[src/rtl/uart_tx_port.sv]
// 8N1 serial transmitter driven by the E100 command/response toggle handshake.
// One byte per accepted toggle; response echoes the accepted command once the stop bit completes.
module uart_tx_port #(
  parameter int CLKS_PER_BIT = 434
) (
  input  logic       clock,
  input  logic       reset,
  input  logic       command,
  input  logic [7:0] data,
  output logic       response,
  output logic       tx,
  output logic       busy
);

  localparam int BAUD_W = (CLKS_PER_BIT > 2) ? $clog2(CLKS_PER_BIT) : 1;
  localparam logic [BAUD_W-1:0] BAUD_LAST = BAUD_W'(CLKS_PER_BIT - 1);

  typedef enum logic [2:0] {
    IDLE   = 3'd0,
    SETTLE = 3'd1,
    START  = 3'd2,
    DATA   = 3'd3,
    STOP   = 3'd4,
    DONE   = 3'd5
  } state_t;

  state_t            state;
  logic              cmd_q;
  logic [7:0]        shift;
  logic [2:0]        bit_cnt;
  logic [BAUD_W-1:0] baud_cnt;

  // Frame sequencer: every output and counter is a register of this one block.
  always_ff @(posedge clock or posedge reset) begin
    if (reset) begin
      state    <= IDLE;
      tx       <= 1'b1;
      response <= 1'b0;
      busy     <= 1'b0;
      cmd_q    <= 1'b0;
      shift    <= 8'h00;
      bit_cnt  <= 3'd0;
      baud_cnt <= '0;
    end else begin
      case (state)
        IDLE: begin
          baud_cnt <= '0;
          tx       <= 1'b1;
          if (command != response) begin
            cmd_q <= command;
            busy  <= 1'b1;
            state <= SETTLE;
          end else begin
            state <= IDLE;
          end
        end

        // One spare cycle so data and command synchronizers agree before capture.
        SETTLE: begin
          shift    <= data;
          tx       <= 1'b0;
          baud_cnt <= '0;
          state    <= START;
        end

        START: begin
          if (baud_cnt == BAUD_LAST) begin
            baud_cnt <= '0;
            bit_cnt  <= 3'd0;
            tx       <= shift[0];
            state    <= DATA;
          end else begin
            baud_cnt <= baud_cnt + BAUD_W'(1);
          end
        end

        DATA: begin
          if (baud_cnt == BAUD_LAST) begin
            baud_cnt <= '0;
            if (bit_cnt == 3'd7) begin
              tx    <= 1'b1;
              state <= STOP;
            end else begin
              shift   <= shift >> 1;
              tx      <= shift[1];
              bit_cnt <= bit_cnt + 3'd1;
            end
          end else begin
            baud_cnt <= baud_cnt + BAUD_W'(1);
          end
        end

        STOP: begin
          if (baud_cnt == BAUD_LAST) begin
            baud_cnt <= '0;
            state    <= DONE;
          end else begin
            baud_cnt <= baud_cnt + BAUD_W'(1);
          end
        end

        DONE: begin
          response <= cmd_q;
          busy     <= 1'b0;
          baud_cnt <= '0;
          state    <= IDLE;
        end

        default: begin
          tx       <= 1'b1;
          busy     <= 1'b0;
          baud_cnt <= '0;
          state    <= IDLE;
        end
      endcase
    end
  end

endmodule
[config.mk]
export PLATFORM = sky130hd
export DESIGN_NAME = uart_tx_port
export DESIGN_NICKNAME = d
export VERILOG_FILES = /design/src/rtl/uart_tx_port.sv
export SDC_FILE = /design/constraint.sdc
export NUM_CORES = 1
export LEC_CHECK = 0
export ABC_CLOCK_PERIOD_IN_PS = 1900
export BUFFER_PORTS_ARGS = -buffer_cell sky130_fd_sc_hd__buf_2
export CORE_AREA = 2 2 54 56
export CTS_CLUSTER_DIAMETER = 30
export CTS_CLUSTER_SIZE = 28
export DETAILED_ROUTE_END_ITERATION = 10
export DIE_AREA = 0 0 56 58
export GPL_TIMING_DRIVEN = 0
export PLACE_DENSITY = 0.85
export RECOVER_POWER = 25
export SKIP_LAST_GASP = 1
export SYNTH_ARGS = -nofsm -noshare
export SYNTH_HDL_FRONTEND = slang
export SYNTH_SLANG_ARGS = --single-unit
[constraint.sdc]
create_clock -name clock -period 1.9 [get_ports clock]
set_input_delay 0.095 -clock clock [delete_from_list [all_inputs] [get_ports clock]]
set_output_delay 0.095 -clock clock [all_outputs]
set_load 0.01 [all_outputs]
==> flow_summary.yaml, run 1 <==
worst_setup_path:
  cp-endpoint: "shift[6]"
  rrSetupSlack_ns: 0.02
  r2r-end: "shift[6]"
  worst-path-max-fanout: 10
  path_class: "reg2reg"
  reg2reg_from: "bit_cnt[0]"
  cp-startpoint: "bit_cnt[0]"
  r2r_cells: 6
  crit_path_max_incr_delay_ns: 0.44
  crit_top_cell: "ha_1"
  critPathTopFamily: "simple AND/OR/NAND/NOR gates"
  start_kind: "register"
  end_kind: "register"
  required_ns: 2.14
  cp_cell_sequence: "ha_1 -> ha_1 -> buf_2 -> nor4_2 -> nand2_2 -> o221a_2"
  cpMaxStageDelayCell: "dfrtp_1"
  cp_data_arrival_time_ns: 2.12
  crit_buf_inv: 1
  cp.depth: 6
yosys:
  synth_edf_count: 0
  yosysWarningCount: 0
  synth-seq-area-share_pct: 47.3
  synth_area_leaders: "dfrtp_1, o221a_2, nand2_1"
  async_flop_share_pct: 100
  netlist_area_um2: 1430
  synth_cell_type_count: 41
  dominantRegCellSynth: "dfrtp_1"
  syn-num-nets: 154
  syn_area_per_cell_um2: 10.3
  synth-seq-cells: 27
  synth_area_leader_cell: "dfrtp_1"
  synthCells: 139
  synth_top_area_share_pct: 45.5
grt:
  gr-total-overflow: 0
  grt_first_pass_wirelength_um: 4870
  grt_util_all_layers_pct: 19.2
  antenna_found_initial: 0
  grt_pass1_vias: 1084
  grt_max_degree: 28
timing:
  rsz0062_at_grt: "true"
  setup_violations: 0
  finClkSkew_ns: 0.00977
  timing.final.crit_share_pct: 98.9
  worst_pin_slew_ns: 1.00
  maxSlewHeadroom_pct: 33.0
  drv_slew: 0
  whs_ns: -0.0357
  fmax_ghz: 0.532
  fin_crit_ns: 1.88
  hold_viol: 26
floorplanning:
  die_x_um: 56
  start_util_pct: 53.8
  design.portCount: 14
  core_area_um2: 2660
  die_h_um: 58
  rows: 19
  die-area_um2: 3250
route:
  vias: 1112
  ant_nets: 0
  routed_via_density: 5.91
  wl_per_cell_um: 14.9
  firstDrtPassIters: 4
  drt_first_iter_violations: 59
  post-route-drc-count: 0
  wirelength_um: 2810
layout:
  drive_gt1_share_pct: 25.5
  final_common_cell: "dfrtp_1"
  postLayoutCoreUtil_pct: 59.1
  fin_nets: 173
  area_delta_synth_final_pct: 9.97
  layout_common_cells: "dfrtp_1, buf_2, nand2_1, nor2_1, or3_1"
  antennaDiodeCount: 0
clocking:
  root_buffer: "clkbuf_4"
  cts_tree: "done"
  cts_buffer_depth: 2
  path_clk_slew_ns: 0.15
  cts-buffers-inserted: 3
  clock-sinks: 27
  insertion_delay_ns: 0.34
  htreeDepth: 1
  postCtsSetupBuffers: 0
placement:
  gp_congestion: 0.799
  port-buffer-count: 13
  hpwl_um: 2060
power:
  p_leak_nw: 0.660
  ir_worst_vdd_mv: 0.757
  p_per_area_nw_per_um2: 898
outcome:
  status: "finished, violations left"
  failed_checks: "hold timing"
min_path:
  worstHoldPathType: "in2async"
job:
  cap_viol_max_count: 0
-- metrics by stage --
step                total power, mW  setup TNS (ns)  setup WS [ns]  instance area, µm²  instances
floorplan                      1.07               0          0.187                1430        139
global placement               1.14               0         0.0529                1540        183
detailed placement             1.17               0        0.00474                1540        183
CTS                            1.42               0         0.0349                1570        188
global route                   1.52          -0.228        -0.0369                1570        188
finish                         1.41               0         0.0215                1570        188
-- worst min path at each step --
stage	from	end	slack, ns
after floorplan	reset	baud_cnt[0]	0.15
after global placement	data[7]	shift[7]	0.31
after detailed placement	data[7]	shift[7]	0.33
after CTS	reset	shift[4]	0.007
after global routing	command	cmd_q	0.02
final	reset	state[2]	-0.04
-- layer usage --
layer,GRT usage (%),part of all wire (%),wire length (µm)
met1,24.1,45,1270
met2,31.3,46,1300
met3,3.79,6.1,171
met4,10.9,2.5,70
met5,0,0,0
-- power by group --
group          switching, mW  internal, mW
clock network          0.175        0.0827
logic                  0.145         0.180
registers              0.132         0.700
total                  0.452         0.962
-- registers in the layout (all words and copies together), names as in the netlist --
name / count
baud_cnt: 9
state: 3
bit_cnt: 3
shift: 8
tx: 1
busy: 1
response: 1
cmd_q: 1
-- synth_stat cells (2+ instances only) --
cell type / number
nor3_1: 2
xor2_1: 3
nor3b_1: 2
dfrtp_1: 26
nand3_1: 6
nor2_1: 13
nor2b_1: 2
o221a_2: 7
buf_2: 4
xnor2_1: 4
or3_1: 8
nand2b_1: 2
nand2_1: 14
o21ai_0: 7
a21oi_1: 6
ha_1: 4
clkbuf_1: 2
inv_1: 4
-- cells by family (layout without fill, tap and decap cells) --
group | Yosys count | after routing | synth area share [%]
AND/OR/NAND/NOR | 60 | 60 | 24.7
buffers and inverters | 11 | 29 | 3.76
XOR/XNOR | 7 | 7 | 4.28
multiplexers | 1 | 1 | 0.787
flip-flops | 27 | 27 | 47.3
AO/OA/AOI/OAI | 29 | 29 | 15.6
adder cells (fa/ha/maj) | 4 | 4 | 3.50
-- final cells by class --
cell class,instances,area [µm²]
fillers,222,1090
multi-input cells,101,703
flip-flops and latches,27,677
repair buffers,14,75.1
plain buffers,7,38.8
well taps,31,38.8
clock buffers,4,26.3
inverters,4,15.0
-- repair_timing --
action,4_1_cts,5_1_grt
setup endpoints to repair,5,7
hold buffers,1,0
hold endpoints to repair,1,0
gates resized for setup,1,0
Power figures use the tool's default switching activity.
==> run 2: changes to the inputs <==
--- a/config.mk
+++ b/config.mk
@@ -7,15 +7,16 @@
 export LEC_CHECK = 0
 export ABC_CLOCK_PERIOD_IN_PS = 1900
 export BUFFER_PORTS_ARGS = -buffer_cell sky130_fd_sc_hd__buf_2
-export CORE_AREA = 2 2 54 56
+export CORE_AREA = 2 2 41 81
 export CTS_CLUSTER_DIAMETER = 30
 export CTS_CLUSTER_SIZE = 28
 export DETAILED_ROUTE_END_ITERATION = 10
-export DIE_AREA = 0 0 56 58
+export DIE_AREA = 0 0 43 83
 export GPL_TIMING_DRIVEN = 0
-export PLACE_DENSITY = 0.85
+export PLACE_DENSITY = 0.78
 export RECOVER_POWER = 25
 export SKIP_LAST_GASP = 1
+export SLEW_MARGIN = 20
 export SYNTH_ARGS = -nofsm -noshare
 export SYNTH_HDL_FRONTEND = slang
 export SYNTH_SLANG_ARGS = --single-unit
==> flow_summary.yaml, run 2 (synthesis results as in run 1) <==
grt:
  grt_first_pass_wirelength_um: 5090
  antenna_found_initial: 0
  gr-total-overflow: 0
  grt_util_all_layers_pct: 18.0
  grt_pass1_vias: 1205
  grt_max_degree: 28
route:
  drt-met1-wl_um: 1060
  route.met3.wl_um: 81
  ant_nets: 0
  drt_first_iter_violations: 12
  wirelength_um: 2900
  wl_per_cell_um: 15.5
  firstDrtPassIters: 4
  post-route-drc-count: 0
  routed_via_density: 5.86
  wl_met2_um: 1700
  maxUsedRoutingLayer: "met4"
  vias: 1095
layout:
  final_common_cell: "dfrtp_1"
  postLayoutCoreUtil_pct: 54.3
  final_cells: 187
  antennaDiodeCount: 0
  drive_gt1_share_pct: 24.8
  largest_register: "baud_cnt"
  reg.largest.list: "baud_cnt x9, shift x8"
  area_delta_synth_final_pct: 11.7
  layout_common_cells: "dfrtp_1, buf_2, nand2_1, nor2_1, or3_1"
  design_area_um2: 1600
  largest_reg_flops: 9
  fin_nets: 173
floorplanning:
  design.portCount: 14
  die_h_um: 83
  core_area_um2: 2940
  start_util_pct: 48.6
  die_x_um: 43
  die-area_um2: 3570
  rows: 28
worst_setup_path:
  required_ns: 2.06
  crit_path_max_incr_delay_ns: 0.39
  cp_data_arrival_time_ns: 1.94
  path_class: "reg2reg"
  critPathTopFamily: "flip-flops"
  crit_top_cell: "ha_1"
  start_kind: "register"
  r2r-end: "shift[5]"
  crit_buf_inv: 2
  r2r_cells: 7
  cp-endpoint: "shift[5]"
  worst-path-max-fanout: 10
  cp-startpoint: "bit_cnt[0]"
  cp.depth: 7
  cpMaxStageDelayCell: "dfrtp_1"
  rrSetupSlack_ns: 0.12
  end_kind: "register"
  cp_cell_sequence: "ha_1 -> ha_1 -> buf_2 -> nor4_4 -> or2_2 -> buf_6 -> o221a_2"
  reg2reg_from: "bit_cnt[0]"
power:
  p_per_area_nw_per_um2: 929
  p_seq_share_pct: 55.8
  p_leak_nw: 0.661
  pwr-share-comb_pct: 22.5
  ir_worst_vdd_mv: 0.642
  pwr-share-clk_pct: 21.7
  p_sw_share_pct: 30.9
  switching_power_mw: 0.458
  internal-power_mw: 1.03
clocking:
  htreeDepth: 1
  cts_tree: "done"
  clock-sinks: 27
  cts-buffers-inserted: 3
  cts_buffer_depth: 2
  postCtsSetupBuffers: 0
  insertion_delay_ns: 0.28
  root_buffer: "clkbuf_8"
  path_clk_slew_ns: 0.08
placement:
  hpwl_um: 2250
  port-buffer-count: 13
  gp_congestion: 0.847
  place_inst: 182
  placed_area_um2: 1530
min_path:
  hold_depth: 3
  worstHoldPathType: "in2reg"
timing:
  setup_violations: 0
  hold_viol: 0
  drv_slew: 0
  timing.final.crit_share_pct: 93.5
  tns_ns: 0
  fin_crit_ns: 1.78
  finClkSkew_ns: 0.00780
  worst_pin_slew_ns: 0.956
  fmax_ghz: 0.563
  whs_ns: 0.0278
  maxSlewHeadroom_pct: 35.9
  rsz0062_at_grt: "false"
job:
  cap_viol_max_count: 0
outcome:
  status: "completed"
-- run 2: cell count changes in the layout (fill, tap and decap cells not counted) --
cell	before	now
inv_1	4	3
clkbuf_8	0	3
nor4_4	0	1
clkinv_2	0	1
clkbuf_4	3	0
clkbuf_1	3	4
buf_2	17	15
clkinv_1	0	1
nor4_2	1	0
-- run 2: metal layers --
| metal | GRT usage [%] | up-vias |
|---|---|---|
| met2 | 35.0 | 15 |
| li1 | - | 533 |
| met4 | 6.89 | 0 |
| met5 | 0 | - |
| met1 | 17.7 | 540 |
| met3 | 2.83 | 7 |
-- run 2: stage by stage --
stage               power (mW)  setup WS (ns)
CTS                       1.49        0.00477
detailed placement        1.17        -0.0390
global placement          1.15       -0.00933
global route              1.58         0.0261
finish                    1.49          0.123
floorplan                 1.07          0.187
-- run 2: worst min-delay path: stages --
cell	delay (ns)
buf_2	0.08
nand2_1	0.03
o21ai_0	0.06
-- run 2: worst min path at each step --
stage                  from           to  slack (ns)
floorplan             reset  baud_cnt[0]        0.15
global placement    data[7]     shift[7]        0.31
detailed placement  data[7]     shift[7]        0.31
CTS                 data[7]     shift[7]        0.03
global route        data[7]     shift[7]        0.06
finish              data[7]     shift[7]        0.03
-- run 2: final cells by class --
cell class                      instances  area [µm²]
Buffer                                  7        38.8
Clock buffer                            3        41.3
Clock inverter                          1        5.00
Fill cell                             265        1340
Inverter                                4        15.0
Multi-Input combinational cell        101         712
Sequential cell                        27         677
Tap cell                               30        37.5
Timing Repair Buffer                   14        72.6
-- run 2: what timing repair did --
item                       CTS  global route
hold endpoints to repair     0            26
setup endpoints to repair    7             8
pin swaps                    0             2
hold buffers                 0             1
gates cloned                 0             0
resized for setup            1             1
-- run 2: power groups by stage --
stage / combinational, mW / clock [mW] / sequential [mW]
6_report: 0.334 / 0.323 / 0.829
2_1_floorplan: 0.265 / 0 / 0.808
4_1_cts: 0.336 / 0.330 / 0.828
3_3_place_gp: 0.320 / 0 / 0.831
3_5_place_dp: 0.331 / 0 / 0.837
5_1_grt: 0.381 / 0.347 / 0.848
==> run 3: changes to the inputs <==
--- a/config.mk
+++ b/config.mk
@@ -14,7 +14,6 @@
 export DIE_AREA = 0 0 43 83
 export GPL_TIMING_DRIVEN = 0
 export PLACE_DENSITY = 0.78
-export RECOVER_POWER = 25
 export SKIP_LAST_GASP = 1
 export SLEW_MARGIN = 20
 export SYNTH_ARGS = -nofsm -noshare
==> flow_summary.yaml, run 3 (synthesis results as in run 1) <==
worst_setup_path:
  crit_path_max_incr_delay_ns: 0.39
  start_kind: "register"
  cp.depth: 7
  cp-endpoint: "shift[5]"
  cp-startpoint: "bit_cnt[0]"
  worst-path-max-fanout: 10
  cp_data_arrival_time_ns: 1.94
  critPathTopFamily: "flip-flops"
  reg2reg_from: "bit_cnt[0]"
  cp_cell_sequence: "ha_1 -> ha_1 -> buf_2 -> nor4_4 -> or2_2 -> buf_6 -> o221a_2"
  r2r_cells: 7
  cpMaxStageDelayCell: "dfrtp_1"
  rrSetupSlack_ns: 0.12
  end_kind: "register"
  required_ns: 2.06
  crit_top_cell: "ha_1"
  crit_buf_inv: 2
  path_class: "reg2reg"
  r2r-end: "shift[5]"
route:
  drt_first_iter_violations: 12
  post-route-drc-count: 0
  ant_nets: 0
  vias: 1095
  wl_per_cell_um: 15.5
  firstDrtPassIters: 4
  routed_via_density: 5.86
  wirelength_um: 2900
clocking:
  cts_buffer_depth: 2
  cts-buffers-inserted: 3
  htreeDepth: 1
  path_clk_slew_ns: 0.08
  postCtsSetupBuffers: 0
  cts_tree: "done"
  insertion_delay_ns: 0.28
  root_buffer: "clkbuf_8"
  clock-sinks: 27
placement:
  port-buffer-count: 13
  hpwl_um: 2250
  place_inst: 182
  gp_congestion: 0.847
power:
  switching_power_mw: 0.458
  p_per_area_nw_per_um2: 928
  internal-power_mw: 1.03
  pwr-share-comb_pct: 22.5
  p_seq_share_pct: 55.8
  p_leak_nw: 0.666
  p_sw_share_pct: 30.9
  ir_worst_vdd_mv: 0.642
  pwr-share-clk_pct: 21.7
timing:
  finClkSkew_ns: 0.00780
  hold_viol: 0
  drv_slew: 0
  setup_violations: 0
  timing.final.crit_share_pct: 93.5
  fin_crit_ns: 1.78
  rsz0062_at_grt: "false"
  maxSlewHeadroom_pct: 35.9
  tns_ns: 0
  fmax_ghz: 0.563
  worst_pin_slew_ns: 0.956
grt:
  grt_util_all_layers_pct: 18.0
  grt_max_degree: 28
  antenna_found_initial: 0
  gr-total-overflow: 0
  grt_pass1_vias: 1205
  grt_first_pass_wirelength_um: 5090
layout:
  antennaDiodeCount: 0
  fin_nets: 173
  largest_register: "baud_cnt"
  layout_common_cells: "dfrtp_1, buf_2, nand2_1, nor2_1, or3_1"
  final_common_cell: "dfrtp_1"
  final_cells: 187
  area_delta_synth_final_pct: 11.9
  drive_gt1_share_pct: 26.1
  largest_reg_flops: 9
  reg.largest.list: "baud_cnt x9, shift x8"
floorplanning:
  die-area_um2: 3570
  die_h_um: 83
  rows: 28
  design.portCount: 14
  start_util_pct: 48.6
  core_area_um2: 2940
  die_x_um: 43
min_path:
  hold_depth: 3
  worstHoldPathType: "in2reg"
job:
  cap_viol_max_count: 0
outcome:
  status: "completed"
[run 3: changes by cell type in the layout (fill, tap and decap cells not counted)]
| cell | change |
|---|---|
| buf_2 | +2 |
| clkbuf_1 | -2 |
[run 3: repair_timing]
action,CTS,global route
gates resized for setup,1,1
setup endpoints to repair,7,8
endpoints found under the hold margin,0,26
hold buffers,0,1
pin swaps,0,2
[run 3: worst register-to-register path, delay by kind of cell, from the launching register on]
family	cells	cell delay (ns)
DFF	1	0.39
AOI/OAI and AO/OA	1	0.26
adders and majority gates	2	0.29
and+or+nand+nor	2	0.36
buffers and inverters	2	0.37
[run 3: worst min path at each step]
stage,start,slack [ns],end
after detailed placement,data[7],0.31,shift[7]
final,data[7],0.03,shift[7]
after floorplan,reset,0.15,baud_cnt[0]
after global routing,data[7],0.06,shift[7]
after CTS,data[7],0.03,shift[7]
after global placement,data[7],0.31,shift[7]
[run 3: through the flow]
step | util [%] | area (µm²) | hold WS, ns | worst slack [ns] | total power, mW
5_1_grt | 54.4 | 1600 | 0.0553 | 0.0261 | 1.58
3_3_place_gp | 52.1 | 1530 | 0.311 | -0.00933 | 1.15
2_1_floorplan | - | 1430 | 0.147 | 0.187 | 1.07
4_1_cts | 53.8 | 1580 | 0.0289 | 0.00477 | 1.49
6_report | 54.4 | 1600 | 0.0278 | 0.123 | 1.49
3_5_place_dp | 52.1 | 1530 | 0.311 | -0.0390 | 1.17
[run 3: power by group through the flow]
stage	combinational (mW)	sequential [mW]	clock [mW]
final	0.334	0.829	0.323
after global routing	0.381	0.848	0.347
after CTS	0.336	0.828	0.330
after detailed placement	0.331	0.837	0
after global placement	0.320	0.831	0
after floorplan	0.265	0.808	0
[run 3: final cells by class]
class                   instances  area [µm²]
plain buffers                   7        38.8
clock buffers                   3        41.3
clock inverters                 1        5.00
fillers                       264        1340
inverters                       4        15.0
multi-input cells             101         712
flip-flops and latches         27         677
well taps                      30        37.5
repair buffers                 14        75.1
[run 3: routing by layer]
layer  routed length (µm)  track usage (%)  part of all wire [%]
met3                   81             2.83                   2.8
met5                    0                0                     0
met4                   62             6.89                   2.1
met2                 1700             35.0                    59
met1                 1060             17.7                    36
